==> src/rtl/seq_scan_pkg.sv <==
// Shared types and constants for the sequence scan controller.
// Build option: define SEQ_SCAN_OVERLAP_EN for overlapping matches.
package seq_scan_pkg;

  localparam int DEF_DATA_W = 8;
  localparam int DEF_PAT_W  = 4;
  localparam int DEF_CNT_W  = 16;

  typedef enum logic [1:0] {
    IDLE   = 2'd0,
    SHIFT  = 2'd1,
    REPORT = 2'd2
  } state_e;

  // Bits needed to hold a count in the range 0..n.
  function automatic int count_w(input int n);
    return $clog2(n + 1);
  endfunction

endpackage

==> src/rtl/seq_scan_controller_if.sv <==
// Word-in / result-out valid-ready handshake bundle of the scan controller.
// Build option: SEQ_SCAN_OVERLAP_EN has no effect on this bundle.
interface seq_scan_controller_if #(
  parameter int DATA_W = seq_scan_pkg::DEF_DATA_W
);
  import seq_scan_pkg::*;

  localparam int OCNT_W = count_w(DATA_W);

  logic              in_valid;
  logic              in_ready;
  logic [DATA_W-1:0] in_data;
  logic              out_valid;
  logic              out_ready;
  logic [OCNT_W-1:0] out_count;

  modport master (
    output in_valid, in_data, out_ready,
    input  in_ready, out_valid, out_count
  );

  modport slave (
    input  in_valid, in_data, out_ready,
    output in_ready, out_valid, out_count
  );

endinterface

==> src/rtl/seq_window_match.sv <==
// Sliding-window matcher: history shifter, saturating fill count, masked compare.
// Build option: SEQ_SCAN_OVERLAP_EN keeps fill on a match; otherwise a match restarts fill.
module seq_window_match
  import seq_scan_pkg::*;
#(
  parameter int PAT_W = DEF_PAT_W,
  parameter int LEN_W = $clog2(PAT_W) + 1
) (
  input  logic             i_clk,
  input  logic             i_rst,
  input  logic             i_clr,
  input  logic             i_shift,
  input  logic             i_bit,
  input  logic [PAT_W-1:0] i_pattern,
  input  logic [LEN_W-1:0] i_len,
  output logic             o_match
);

  localparam int FILL_W = $clog2(PAT_W + 1);

  logic [PAT_W-1:0]  r_hist;
  logic [FILL_W-1:0] r_fill;
  logic [PAT_W-1:0]  w_hist_nxt;
  logic [PAT_W-1:0]  w_mask;
  logic [FILL_W-1:0] w_fill_nxt;
  logic [LEN_W-1:0]  w_len_eff;

  // Match is judged on the window as it will look after this bit shifts in.
  always_comb begin
    w_hist_nxt = {r_hist[PAT_W-2:0], i_bit};
    w_fill_nxt = (r_fill == FILL_W'(PAT_W)) ? r_fill : (r_fill + FILL_W'(1));
    w_len_eff  = (i_len > LEN_W'(PAT_W)) ? LEN_W'(PAT_W) : i_len;
    w_mask     = {PAT_W{1'b0}};
    for (int i = 0; i < PAT_W; i++) begin
      w_mask[i] = (LEN_W'(i) < w_len_eff);
    end
    if (i_shift && (w_len_eff != {LEN_W{1'b0}}) &&
        (LEN_W'(w_fill_nxt) >= w_len_eff) &&
        ((w_hist_nxt & w_mask) == (i_pattern & w_mask))) begin
      o_match = 1'b1;
    end else begin
      o_match = 1'b0;
    end
  end

  // History and fill registers.
  always_ff @(posedge i_clk) begin
    if (i_rst || i_clr) begin
      r_hist <= {PAT_W{1'b0}};
      r_fill <= {FILL_W{1'b0}};
    end else if (i_shift) begin
      r_hist <= w_hist_nxt;
`ifdef SEQ_SCAN_OVERLAP_EN
      r_fill <= w_fill_nxt;
`else
      r_fill <= o_match ? {FILL_W{1'b0}} : w_fill_nxt;
`endif
    end
  end

endmodule

==> src/rtl/seq_scan_controller.sv <==
// Flow-controlled word scheduler feeding seq_window_match MSB first, per-word match count.
// Build option: SEQ_SCAN_OVERLAP_EN selects overlapping matches in the matcher.
module seq_scan_controller
  import seq_scan_pkg::*;
#(
  parameter int DATA_W = DEF_DATA_W,
  parameter int PAT_W  = DEF_PAT_W,
  parameter int CNT_W  = DEF_CNT_W
) (
  input  logic                 i_clock,
  input  logic                 i_reset,
  input  logic                 i_cfg_we,
  input  logic [PAT_W-1:0]     i_cfg_pattern,
  input  logic [$clog2(PAT_W):0] i_cfg_len,
  seq_scan_controller_if.slave bus,
  output logic [CNT_W-1:0]     o_match_total,
  output logic                 o_busy
);

  localparam int LEN_W  = $clog2(PAT_W) + 1;
  localparam int OCNT_W = count_w(DATA_W);
  localparam int IDX_W  = (DATA_W > 1) ? $clog2(DATA_W) : 1;

  state_e            r_state;
  state_e            w_state_nxt;
  logic [DATA_W-1:0] r_data;
  logic [IDX_W-1:0]  r_idx;
  logic [OCNT_W-1:0] r_word_cnt;
  logic [CNT_W-1:0]  r_total;
  logic [PAT_W-1:0]  r_pattern;
  logic [LEN_W-1:0]  r_len;
  logic              w_cfg_wr;
  logic              w_accept;
  logic              w_shift;
  logic              w_match;

  assign w_cfg_wr = (r_state == IDLE) && i_cfg_we;
  assign w_accept = (r_state == IDLE) && bus.in_valid;
  assign w_shift  = (r_state == SHIFT);

  seq_window_match #(
    .PAT_W (PAT_W),
    .LEN_W (LEN_W)
  ) u_match (
    .i_clk     (i_clock),
    .i_rst     (i_reset),
    .i_clr     (w_cfg_wr),
    .i_shift   (w_shift),
    .i_bit     (r_data[r_idx]),
    .i_pattern (r_pattern),
    .i_len     (r_len),
    .o_match   (w_match)
  );

  // Next-state logic.
  always_comb begin
    w_state_nxt = r_state;
    case (r_state)
      IDLE:    w_state_nxt = bus.in_valid ? SHIFT : IDLE;
      SHIFT:   w_state_nxt = (r_idx == {IDX_W{1'b0}}) ? REPORT : SHIFT;
      REPORT:  w_state_nxt = bus.out_ready ? IDLE : REPORT;
      default: w_state_nxt = IDLE;
    endcase
  end

  // State, configuration, word datapath and counters.
  always_ff @(posedge i_clock) begin
    if (i_reset) begin
      r_state    <= IDLE;
      r_data     <= {DATA_W{1'b0}};
      r_idx      <= {IDX_W{1'b0}};
      r_word_cnt <= {OCNT_W{1'b0}};
      r_total    <= {CNT_W{1'b0}};
      r_pattern  <= {PAT_W{1'b0}};
      r_len      <= {LEN_W{1'b0}};
    end else begin
      r_state <= w_state_nxt;
      if (w_cfg_wr) begin
        r_pattern <= i_cfg_pattern;
        r_len     <= i_cfg_len;
      end
      if (w_accept) begin
        r_data     <= bus.in_data;
        r_idx      <= IDX_W'(DATA_W - 1);
        r_word_cnt <= {OCNT_W{1'b0}};
      end else if (w_shift) begin
        r_idx <= r_idx - IDX_W'(1);
        if (w_match) begin
          r_word_cnt <= r_word_cnt + OCNT_W'(1);
        end
      end
      if (w_match && (r_total != {CNT_W{1'b1}})) begin
        r_total <= r_total + CNT_W'(1);
      end
    end
  end

  assign bus.in_ready  = (r_state == IDLE);
  assign bus.out_valid = (r_state == REPORT);
  assign bus.out_count = r_word_cnt;
  assign o_match_total = r_total;
  assign o_busy        = (r_state != IDLE);

endmodule

==> src/flat_wrapper.sv <==
// flat-port wrapper written by rule: the top's interface ports become plain ports
module seq_scan_controller_flat import seq_scan_pkg::*;
#(
  parameter int DATA_W = DEF_DATA_W,
  parameter int PAT_W  = DEF_PAT_W,
  parameter int CNT_W  = DEF_CNT_W
)
  (i_clock, i_reset, i_cfg_we, i_cfg_pattern, i_cfg_len, o_match_total, o_busy, bus_in_valid, bus_in_data, bus_out_ready, bus_in_ready, bus_out_valid, bus_out_count);
  seq_scan_controller_if #(.DATA_W(DATA_W)) bus_i ();
  input  logic i_clock;
  input  logic i_reset;
  input  logic i_cfg_we;
  input  logic [PAT_W-1:0] i_cfg_pattern;
  input  logic [$clog2(PAT_W):0] i_cfg_len;
  output logic [CNT_W-1:0] o_match_total;
  output logic o_busy;
  input wire logic [$bits(bus_i.in_valid)-1:0] bus_in_valid;
  input wire logic [$bits(bus_i.in_data)-1:0] bus_in_data;
  input wire logic [$bits(bus_i.out_ready)-1:0] bus_out_ready;
  output wire logic [$bits(bus_i.in_ready)-1:0] bus_in_ready;
  output wire logic [$bits(bus_i.out_valid)-1:0] bus_out_valid;
  output wire logic [$bits(bus_i.out_count)-1:0] bus_out_count;
  assign bus_i.in_valid = bus_in_valid;
  assign bus_i.in_data = bus_in_data;
  assign bus_i.out_ready = bus_out_ready;
  assign bus_in_ready = bus_i.in_ready;
  assign bus_out_valid = bus_i.out_valid;
  assign bus_out_count = bus_i.out_count;
  seq_scan_controller #(.DATA_W(DATA_W), .PAT_W(PAT_W), .CNT_W(CNT_W)) u_core (.i_clock(i_clock), .i_reset(i_reset), .i_cfg_we(i_cfg_we), .i_cfg_pattern(i_cfg_pattern), .i_cfg_len(i_cfg_len), .bus(bus_i), .o_match_total(o_match_total), .o_busy(o_busy));
endmodule
==> config.mk <==
export PLATFORM = sky130hd
export DESIGN_NAME = seq_scan_controller_flat
export DESIGN_NICKNAME = d
export VERILOG_FILES = /design/src/rtl/seq_scan_pkg.sv /design/src/rtl/seq_scan_controller_if.sv /design/src/rtl/seq_window_match.sv /design/src/rtl/seq_scan_controller.sv /design/src/flat_wrapper.sv
export SDC_FILE = /design/constraint.sdc
export NUM_CORES = 1
export LEC_CHECK = 0
export CORE_MARGIN = 1.5
export CORE_UTILIZATION = 55
export DETAILED_ROUTE_END_ITERATION = 12
export PLACE_DENSITY = 0.83
export REMOVE_ABC_BUFFERS = 1
export SLEW_MARGIN = 20
export SYNTH_ARGS = -nofsm -noshare
export SYNTH_HDL_FRONTEND = slang
export SYNTH_SLANG_ARGS = --single-unit
==> constraint.sdc <==
create_clock -name i_clock -period 7 [get_ports i_clock]
set_input_delay 1.75 -clock i_clock [delete_from_list [all_inputs] [get_ports i_clock]]
set_output_delay 1.75 -clock i_clock [all_outputs]
set_load 0.1 [all_outputs]
==> out/metrics.yaml, run 1 <==
root_buffer: "clkbuf_8"
r2r-start: "u_core.u_match.r_fill[0]"
avgSynthCellArea_um2: 8.131
hold_class: "reg -> reg"
ant_nets: 0
fin_ws_ps: 3035
grt_pass1_wl_um: 7935
cp-end-kind: "primary output"
routabilityCongestion: 0.7889
yosysSeqAreaShare_pct: 39.46
fin_nets: 353
synth_area_leaders: "dfxtp_1, nand2_1, a21oi_1, ha_1, nor2_1"
antenna_found_initial: 0
tightest_slew_ps: 1052
endpoint: "bus_in_ready"
synth-seq-cells: 46
synth-main-ff-cell: "dfxtp_1"
p_leak_nw: 1.049
drive_above_1_share_pct: 4.615
async_reset_ff_share_pct: 0
cp_slowest_cell: "clkdlybuf4s50_1"
fp.dieArea_um2: 4642
drtPass1Iterations: 4
cts_max_level: 2
ys_types: 48
vdd.ir_drop.worst_v: 0.0001579
ios: 43
maxSlewHeadroom_pct: 29.84
critPathLaunch: "u_core.r_state[0]"
worstSetupPathDepth: 2
synth_edf_count: 0
synthSimpleGateAreaFrac_pct: 26.97
numCtsBuffers: 5
cp_max_fo: 8
clk_pin_slew_ps: 90
grt_max_degree: 47
area_growth_pct: 23.97
cp_cell_sequence: "nor2_1 > clkdlybuf4s50_1"
die_w_um: 68.14
finalHoldViolCount: 0
synth-adder-area-share_pct: 4.826
io_buffers: 42
synth_xor_area_share_pct: 2.252
maxClockFrequency_ghz: 0.2522
grt-ovfl-total: 0
synth_top_family_by_area: "simple AND/OR/NAND/NOR gates"
cts_hold_buf: 0
std_cell_rows: 23
outcome: "finished, final reports clean"
preCtsSetupSlack_ps: 3379
critPathArrivalTime_ps: 2220
routed_via_density: 5.507
synthCells: 287
cp_data_required_time_ps: 5250
cts_tree: "done"
muxShareOfSynthArea_pct: 4.558
core-area_um2: 4029
synth_top_area_share_pct: 39.46
totalWireLength_um: 4654
reg2reg_slack_ps: 3410
dp_hpwl_um: 3284
yosysWarnings: 0
syn_area_um2: 2333
insertion_delay_ps: 300
fin_skew_ps: 7.203
setup_tns_ps: 0
cts.repair.resized: 0
routedWlPerCell_um: 12.41
power.total_mw: 0.6314
synth-compound-area-share_pct: 16.89
start_util_pct: 57.92
drc: 0
drv_slew: 0
die-height_um: 68.14
crit_buf_inv: 1
clock_sinks: 46
routed-via-count: 2065
cellPowerDensity_nw_per_um2: 218.3
cp-start-kind: "flip-flop"
worstRegToRegCells: 11
synth_top_area_cell: "dfxtp_1"
antennaDiodeCount: 0
ctsLongestPathBuffers: 2
cts_setup_buffers: 0
drt_iter0_drc: 146
layout_min_cycle_time_ps: 3965
finalCritPeriodShare_pct: 56.65
grt_use_total_pct: 21.92
setup-violations-final: 0
grt_pass1_vias: 1840
maxCapViolations: 0
timing.rr.end: "u_core.o_match_total[12]"
slowest_delay_ps: 1210
crit_type: "reg -> out"
grt_setup_unrepaired: "false"
cp_top_family: "buffers and inverters"
[power by group]
group          total, mW  internal [mW]  leakage [nW]  switching [mW]
registers          0.287          0.274         0.374          0.0129
logic              0.109         0.0428         0.607          0.0665
clock network      0.236          0.143        0.0683          0.0925
[flip-flops by register name, summed over array words and instances (netlist names)]
name,count
u_core.u_match.r_fill,3
u_core.bus.out_count,4
u_core.r_len,3
u_core.r_data,8
u_core.o_match_total,16
u_core.r_idx,3
u_core.r_state,2
u_core.r_pattern,4
u_core.u_match.r_hist,3
[area by class of cell]
class,count,area (µm²)
Tap cell,50,62.56
Sequential cell,46,920.9
Multi-Input combinational cell,215,1295
Timing Repair Buffer,43,427.9
Inverter,13,48.80
Clock buffer,5,68.82
Fill cell,334,1136
Clock inverter,3,68.82
[per-stage QoR]
stage / hold WS, ps / cell area, µm² / util [%] / instances
after floorplan: 426.1 / 2265 / - / 274
after global placement: 440.6 / 2755 / 68.39 / 367
after detailed placement: 447.7 / 2755 / 68.39 / 367
after CTS: 459.4 / 2893 / 71.80 / 375
after global routing: 478.6 / 2893 / 71.80 / 375
final: 457.5 / 2893 / 71.80 / 375
[metal layers]
| metal | routed length [µm] | GRT usage (%) | vias to the layer above |
|---|---|---|---|
| li1 | - | - | 1082 |
| met4 | 34 | 5.000 | 0 |
| met3 | 179 | 5.428 | 4 |
| met1 | 2234 | 28.98 | 941 |
| met2 | 2206 | 36.04 | 38 |
| met5 | 0 | 0 | - |
[cells by family after synthesis]
family / count (synthesis)
AOI/OAI and AO/OA: 64
xor gates and xnor gates: 6
adders and majority gates: 9
buffers and inverters: 26
DFF: 46
muxes: 10
and+or+nand+nor: 126
[worst min path at each step]
stage,to,cells after the start,slack (ps),startpoint
finish,u_core.r_data[0],2,460,u_core.r_data[0]
global route,u_core.r_data[2],2,480,u_core.r_data[2]
CTS,u_core.r_data[0],2,460,u_core.r_data[0]
detailed placement,u_core.r_data[0],2,450,u_core.r_data[0]
global placement,u_core.r_data[7],2,440,u_core.r_data[7]
floorplan,u_core.r_data[6],2,430,u_core.r_data[6]
[cells in the final DEF, fill, tap and decap left out, types with 2 or more instances in the layout]
| cell type | instances |
|---|---|
| o21ai_0 | 9 |
| a32oi_1 | 2 |
| clkdlybuf4s50_1 | 42 |
| a221oi_1 | 2 |
| nand3_1 | 13 |
| a21oi_1 | 30 |
| bufinv_16 | 2 |
| xnor2_1 | 5 |
| o31ai_1 | 7 |
| and3_1 | 3 |
| ha_1 | 9 |
| dfxtp_1 | 46 |
| nor2_1 | 25 |
| nand4_1 | 2 |
| o21bai_1 | 2 |
| or3_1 | 5 |
| mux2_1 | 2 |
| mux2i_1 | 5 |
| and2_1 | 4 |
| a32o_1 | 2 |
| a22oi_1 | 3 |
| mux2_2 | 3 |
| clkbuf_8 | 5 |
| nand2_1 | 47 |
| inv_1 | 13 |
| nor2b_1 | 9 |
| or4_1 | 7 |
[worst register-to-register path, delay by kind of cell, from the launching register on]
kind            cells  cell delay, ps
buf+inv             1              60
compound gates      2             160
flops               1             400
simple gates        5            1990
mux                 1             370
fa+ha+maj           2             500
[synth_stat cells (2+ instances only)]
cell type / n
buf_6: 2
ha_1: 9
a21oi_1: 30
o21ai_0: 9
mux2i_1: 5
or4_1: 7
inv_1: 13
nor2_1: 25
and2_1: 4
a32oi_1: 2
dfxtp_1: 46
mux2_1: 2
nand2_1: 47
xnor2_1: 5
o31ai_1: 7
nor2b_1: 9
a32o_1: 2
or3_1: 5
o21bai_1: 2
nand3_1: 13
a221oi_1: 2
a22oi_1: 3
nand4_1: 2
and3_1: 3
clkbuf_1: 8
mux2_2: 3
(Power assumes the default switching activity.)
==> run 2: changes to the inputs <==
--- a/config.mk
+++ b/config.mk
@@ -6,9 +6,9 @@
 export NUM_CORES = 1
 export LEC_CHECK = 0
 export CORE_MARGIN = 1.5
-export CORE_UTILIZATION = 55
+export CORE_UTILIZATION = 47
 export DETAILED_ROUTE_END_ITERATION = 12
-export PLACE_DENSITY = 0.83
+export PLACE_DENSITY = 0.76
 export REMOVE_ABC_BUFFERS = 1
 export SLEW_MARGIN = 20
 export SYNTH_ARGS = -nofsm -noshare
==> constraint.sdc (replaced) <==
create_clock -name i_clock -period 3.3 [get_ports i_clock]
set_input_delay 0.825 -clock i_clock [delete_from_list [all_inputs] [get_ports i_clock]]
set_output_delay 0.825 -clock i_clock [all_outputs]
set_load 0.1 [all_outputs]
==> out/metrics.yaml, run 2 (same netlist as run 1, synthesis figures left out) <==
cts_tree: "done"  # unchanged
p_leak_nw: 1.100  # was 1.049 nW
std_cell_rows: 25  # was 23
cts_setup_buffers: 0  # unchanged
clk_pin_slew_ps: 90  # about the same
drtPass1Iterations: 4  # unchanged
antennaDiodeCount: 0  # unchanged
clock_sinks: 46  # unchanged
antenna_found_initial: 0  # unchanged
drc: 0  # unchanged
fillCellCount: 452  # was 334
grt_max_degree: 25  # was 47
maxSlewHeadroom_pct: 75.37  # was 29.84%
finalHoldViolCount: 0  # unchanged
drive_above_1_share_pct: 13.94  # was 4.615%
dp_hpwl_um: 3486  # was 3284 µm
core-area_um2: 4755  # was 4029 µm²
routabilityCongestion: 0.7938  # was 0.7889
ctsLongestPathBuffers: 2  # unchanged
cp-end-kind: "flip-flop"  # was primary output
tightest_slew_ps: 368.8  # was 1052 ps
cp_max_fo: 16  # was 8
drt_iter0_drc: 88  # was 146
io_buffers: 42  # unchanged
layout_min_cycle_time_ps: 3088
critPathArrivalTime_ps: 3320  # was 2220 ps
grt_pass1_vias: 1875  # was 1,840
largest_reg_flops: 16  # unchanged
start_util_pct: 49.08  # was 57.92%
cellPowerDensity_nw_per_um2: 418.7  # was 218.3 nW/µm²
grt_use_total_pct: 18.23  # was 21.92%
cts_max_level: 2  # unchanged
fin_skew_ps: 7.988  # was 7.203 ps
grt-ovfl-total: 0  # unchanged
ios: 43  # unchanged
drv_slew: 0  # unchanged
grt_pass1_wl_um: 7879  # was 7935 µm
grt_setup_unrepaired: "false"  # unchanged
mostFrequentLayoutCell: "nand2_1"  # unchanged
hold_class: "reg -> reg"  # unchanged
area_growth_pct: 22.41  # was 23.97%
die-height_um: 73.46  # was 68.14 µm
stdcell_count: 397  # was 375
maxCapViolations: 0  # unchanged
routed-via-count: 2107  # was 2,065
numCtsBuffers: 5  # unchanged
insertion_delay_ps: 300  # about the same
totalWireLength_um: 4657  # was 4654 µm
routed_via_density: 5.307  # was 5.507
vdd.ir_drop.worst_v: 0.0003684  # was 0.0001579 V
fin_area_um2: 2856  # was 2893 µm²
cp-start-kind: "flip-flop"  # unchanged
maxClockFrequency_ghz: 0.3238
finalCritPeriodShare_pct: 93.58
dp_cells: 389  # was 367
die_w_um: 73.46  # was 68.14 µm
setup-violations-final: 0  # unchanged
place_area_um2: 2756  # was 2755 µm²
fin_nets: 358  # was 353
outcome: "finished, final reports clean"  # unchanged
root_buffer: "clkbuf_8"  # unchanged
ant_nets: 0  # unchanged
crit_type: "reg -> reg"  # was reg -> out
fp.dieArea_um2: 5396  # was 4642 µm²
mostFrequentLayoutCells: "nand2_1, dfxtp_1, a21oi_1"  # was nand2_1, dfxtp_1, clkdlybuf4s50_1
cp_data_required_time_ps: 3530  # was 5250 ps
routedWlPerCell_um: 11.73  # was 12.41 µm
run 2: changes by cell type in the layout (fill, tap and decap cells not counted), sizes merged:
cell	change
buf	+28
bufinv	-2
clkbuf	+2
clkdlybuf4s50	-23
run 2: per-layer routing:
layer	share of wire, %	global-route usage, %	vias to the layer above	wire [µm]
li1	-	-	1088	-
met1	47	23.37	967	2178
met2	47	30.83	46	2200
met3	5.0	4.390	6	235
met4	0.92	4.321	0	43
met5	0	0	-	0
run 2: critical path, stage by stage (launching register included):
cell      delay, ps
dfxtp_2         360
inv_1            50
ha_1            210
nand2_1          80
xnor2_1          90
ha_1            270
nand2b_1         90
a31oi_1          80
or4_4           520
or3b_4          400
buf_4           200
or4_1           500
a21oi_1         160
run 2: cell type report:
cell class,count,area (µm²),share of cell area (%)
multi-input combinational,215,1301,45.55
sequential,46,923.4,32.33
timing repair buffer,48,407.9,14.28
clock buffer,7,86.33,3.022
tap,67,83.83,2.935
inverter,13,48.80,1.708
clock inverter,1,5.005,0.1752
run 2: worst paths after layout:
path / startpoint / endpoint / slack [ps] / cells past startpoint
max: u_core.u_match.r_fill[0] / u_core.o_match_total[13] / 210 / 12
min: u_core.r_data[0] / u_core.r_data[0] / 460 / 2
max reg2reg: u_core.u_match.r_fill[0] / u_core.o_match_total[13] / 210 / 12
min reg2reg: u_core.r_data[0] / u_core.r_data[0] / 460 / 2
run 2: metrics by stage:
step | utilization [%] | TNS [ps] | hold slack (ps) | worst slack (ps) | power [mW]
floorplan | - | -230.8 | 426.1 | -230.8 | 0.7763
global placement | 57.97 | 0 | 440.0 | 236.2 | 0.8492
detailed placement | 57.97 | 0 | 446.4 | 125.1 | 0.8538
CTS | 59.89 | 0 | 458.3 | 92.82 | 1.204
global route | 60.08 | 0 | 484.0 | 1.846 | 1.252
finish | 60.08 | 0 | 456.6 | 211.7 | 1.196
run 2: power by group:
part | leakage [nW] | switching (mW) | internal [mW]
sequential | 0.375 | 0.0272 | 0.581
clock | 0.0482 | 0.183 | 0.169
combinational | 0.677 | 0.141 | 0.0942
run 2: what timing repair did:
action | in CTS | in global routing
hold buffers | 0 | 0
gates resized for setup | 0 | 4
hold endpoints to repair | 0 | 0
setup endpoints to repair | 0 | 9
==> run 3: changes to the inputs <==
--- a/config.mk
+++ b/config.mk
@@ -7,7 +7,9 @@
 export LEC_CHECK = 0
 export CORE_MARGIN = 1.5
 export CORE_UTILIZATION = 47
+export CTS_BUF_LIST = sky130_fd_sc_hd__clkbuf_16
 export DETAILED_ROUTE_END_ITERATION = 12
+export GPL_TIMING_DRIVEN = 0
 export PLACE_DENSITY = 0.76
 export REMOVE_ABC_BUFFERS = 1
 export SLEW_MARGIN = 20
==> out/metrics.yaml, run 3 (same netlist as run 1, synthesis figures left out) <==
outcome: "finished, final reports clean"  # unchanged
grt_pass1_vias: 1872  # was 1,875
std_cell_rows: 25  # unchanged
hold_class: "reg -> reg"  # unchanged
setup_tns_ps: 0  # unchanged
grt_max_degree: 36  # was 25
finalHoldViolCount: 0  # unchanged
io_buffers: 42  # unchanged
routed-via-count: 2082  # was 2,107
vdd.ir_drop.worst_v: 0.0003651  # was 0.0003684 V
antenna_found_initial: 0  # unchanged
routabilityCongestion: 0.8407  # was 0.7938
power.internal_mw: 0.9505  # was 0.8442 mW
antennaDiodeCount: 0  # unchanged
grt-ovfl-total: 0  # unchanged
combPwrFrac_pct: 18.5  # was 19.7%
ios: 43  # unchanged
drive_above_1_share_pct: 5.810  # was 13.94%
tightest_slew_ps: 975.4  # was 368.8 ps
ctsLongestPathBuffers: 2  # unchanged
numCtsBuffers: 5  # unchanged
routed_via_density: 5.284  # was 5.307
area_growth_pct: 27.02  # was 22.41%
cts_tree: "done"  # unchanged
cp_data_required_time_ps: 3470  # was 3530 ps
drt_iter0_drc: 138  # was 88
crit_type: "reg -> reg"  # unchanged
grt_pass1_wl_um: 7872  # was 7879 µm
post-route-util_pct: 62.34  # was 60.08%
p_leak_nw: 1.074  # was 1.100 nW
core-area_um2: 4755  # unchanged
fin_skew_ps: 4.350  # was 7.988 ps
mostFrequentLayoutCell: "nand2_1"  # unchanged
root_buffer: "clkbuf_16"  # was clkbuf_8
cellPowerDensity_nw_per_um2: 443.2  # was 418.7 nW/µm²
p_switching_mw: 0.3632  # was 0.3518 mW
layout_min_cycle_time_ps: 3100  # was 3088 ps
drv_slew: 0  # unchanged
setup-violations-final: 0  # unchanged
dp_cells: 384  # was 389
fp.dieArea_um2: 5396  # unchanged
cts_max_level: 2  # unchanged
cts_hold_buf: 0  # unchanged
totalWireLength_um: 4740  # was 4657 µm
power.total_mw: 1.314  # was 1.196 mW
insertion_delay_ps: 280  # was 300 ps
largest_reg_flops: 16  # unchanged
maxSlewHeadroom_pct: 34.77  # was 75.37%
fin_nets: 356  # was 358
pwr-share-seq_pct: 46.3  # was 50.8%
cp-end-kind: "flip-flop"  # unchanged
drc: 0  # unchanged
die-height_um: 73.46  # unchanged
clock_sinks: 46  # unchanged
grt_use_total_pct: 18.12  # was 18.23%
cp_max_fo: 8  # was 16
finalCritPeriodShare_pct: 93.93  # was 93.58%
mostFrequentLayoutCells: "nand2_1, dfxtp_1, clkdlybuf4s50_1"  # was nand2_1, dfxtp_1, a21oi_1
drtPass1Iterations: 4  # unchanged
p_sw_share_pct: 27.65  # was 29.42%
clk_pin_slew_ps: 60  # was 90 ps
routedWlPerCell_um: 12.03  # was 11.73 µm
cp-start-kind: "flip-flop"  # unchanged
maxClockFrequency_ghz: 0.3226  # was 0.3238 GHz
pwr-share-clk_pct: 35.2  # was 29.5%
stdcell_count: 394  # was 397
dp_hpwl_um: 3279  # was 3486 µm
start_util_pct: 49.08  # unchanged
maxCapViolations: 0  # unchanged
grt_setup_unrepaired: "false"  # unchanged
critPathArrivalTime_ps: 3270  # was 3320 ps
ant_nets: 0  # unchanged
die_w_um: 73.46  # unchanged
-- run 3: cell types whose count changed in the layout (fill, tap and decap cells not counted), moves of 2 or more --
cell and delta:
clkbuf_8 -6, clkdlybuf4s50_1 +22, inv_1 +2, dfxtp_1 +2, buf_4 -28, clkbuf_16 +5
dfxtp_2 -2
-- run 3: worst paths after layout --
check | cells after the start | endpoint | startpoint | slack, ps
min reg2reg | 2 | u_core.r_data[0] | u_core.r_data[0] | 450
min | 2 | u_core.r_data[0] | u_core.r_data[0] | 450
max | 11 | u_core.o_match_total[12] | u_core.u_match.r_fill[0] | 200
max reg2reg | 11 | u_core.o_match_total[12] | u_core.u_match.r_fill[0] | 200
-- run 3: per-stage QoR --
stage	cell area [µm²]	worst slack (ps)	hold WS (ps)
floorplan	2265	-230.8	426.1
global placement	2769	-250.6	438.6
detailed placement	2791	-266.3	445.9
CTS	2927	29.69	455.3
global route	2964	48.14	471.2
finish	2964	200.4	454.1
-- run 3: cell type report --
type,instances,area (µm²)
fill,447,1790
multi-input combinational,217,1328
sequential,46,920.9
timing repair buffer,44,450.4
clock buffer,5,125.1
tap,67,83.83
inverter,13,48.80
clock inverter,2,7.507
-- run 3: power groups by stage --
stage / registers [mW] / logic (mW) / clock network [mW]
floorplan: 0.624 / 0.152 / 0
global placement: 0.620 / 0.224 / 0
detailed placement: 0.621 / 0.231 / 0
CTS: 0.609 / 0.233 / 0.469
global route: 0.613 / 0.269 / 0.485
finish: 0.608 / 0.243 / 0.462
-- run 3: timing repair --
item / in CTS / in global routing
gates resized for setup: 2 / 3
endpoints found under the setup margin: 15 / 6
buffers inserted: 0 / 1
cloned: 0 / 2
pin swaps: 0 / 1
-- run 3: routing by layer --
metal / track usage [%] / share of wire, % / up-vias
met5: 0 / 0 / -
met4: 4.321 / 0.57 / 0
met3: 4.115 / 3.7 / 4
met2: 31.23 / 47 / 37
met1: 22.86 / 49 / 939
li1: - / - / 1102
-- run 3: worst max-delay path, cell delays in order, from the launching register on --
cell and delay [ps]:
dfxtp_1 380, inv_1 60, ha_1 210, nand2_1 80, xnor2_1 80, ha_1 270
nand2b_1 100, a31oi_1 90, or4_4 550, or3b_4 490, nor4b_2 320, mux2_2 360
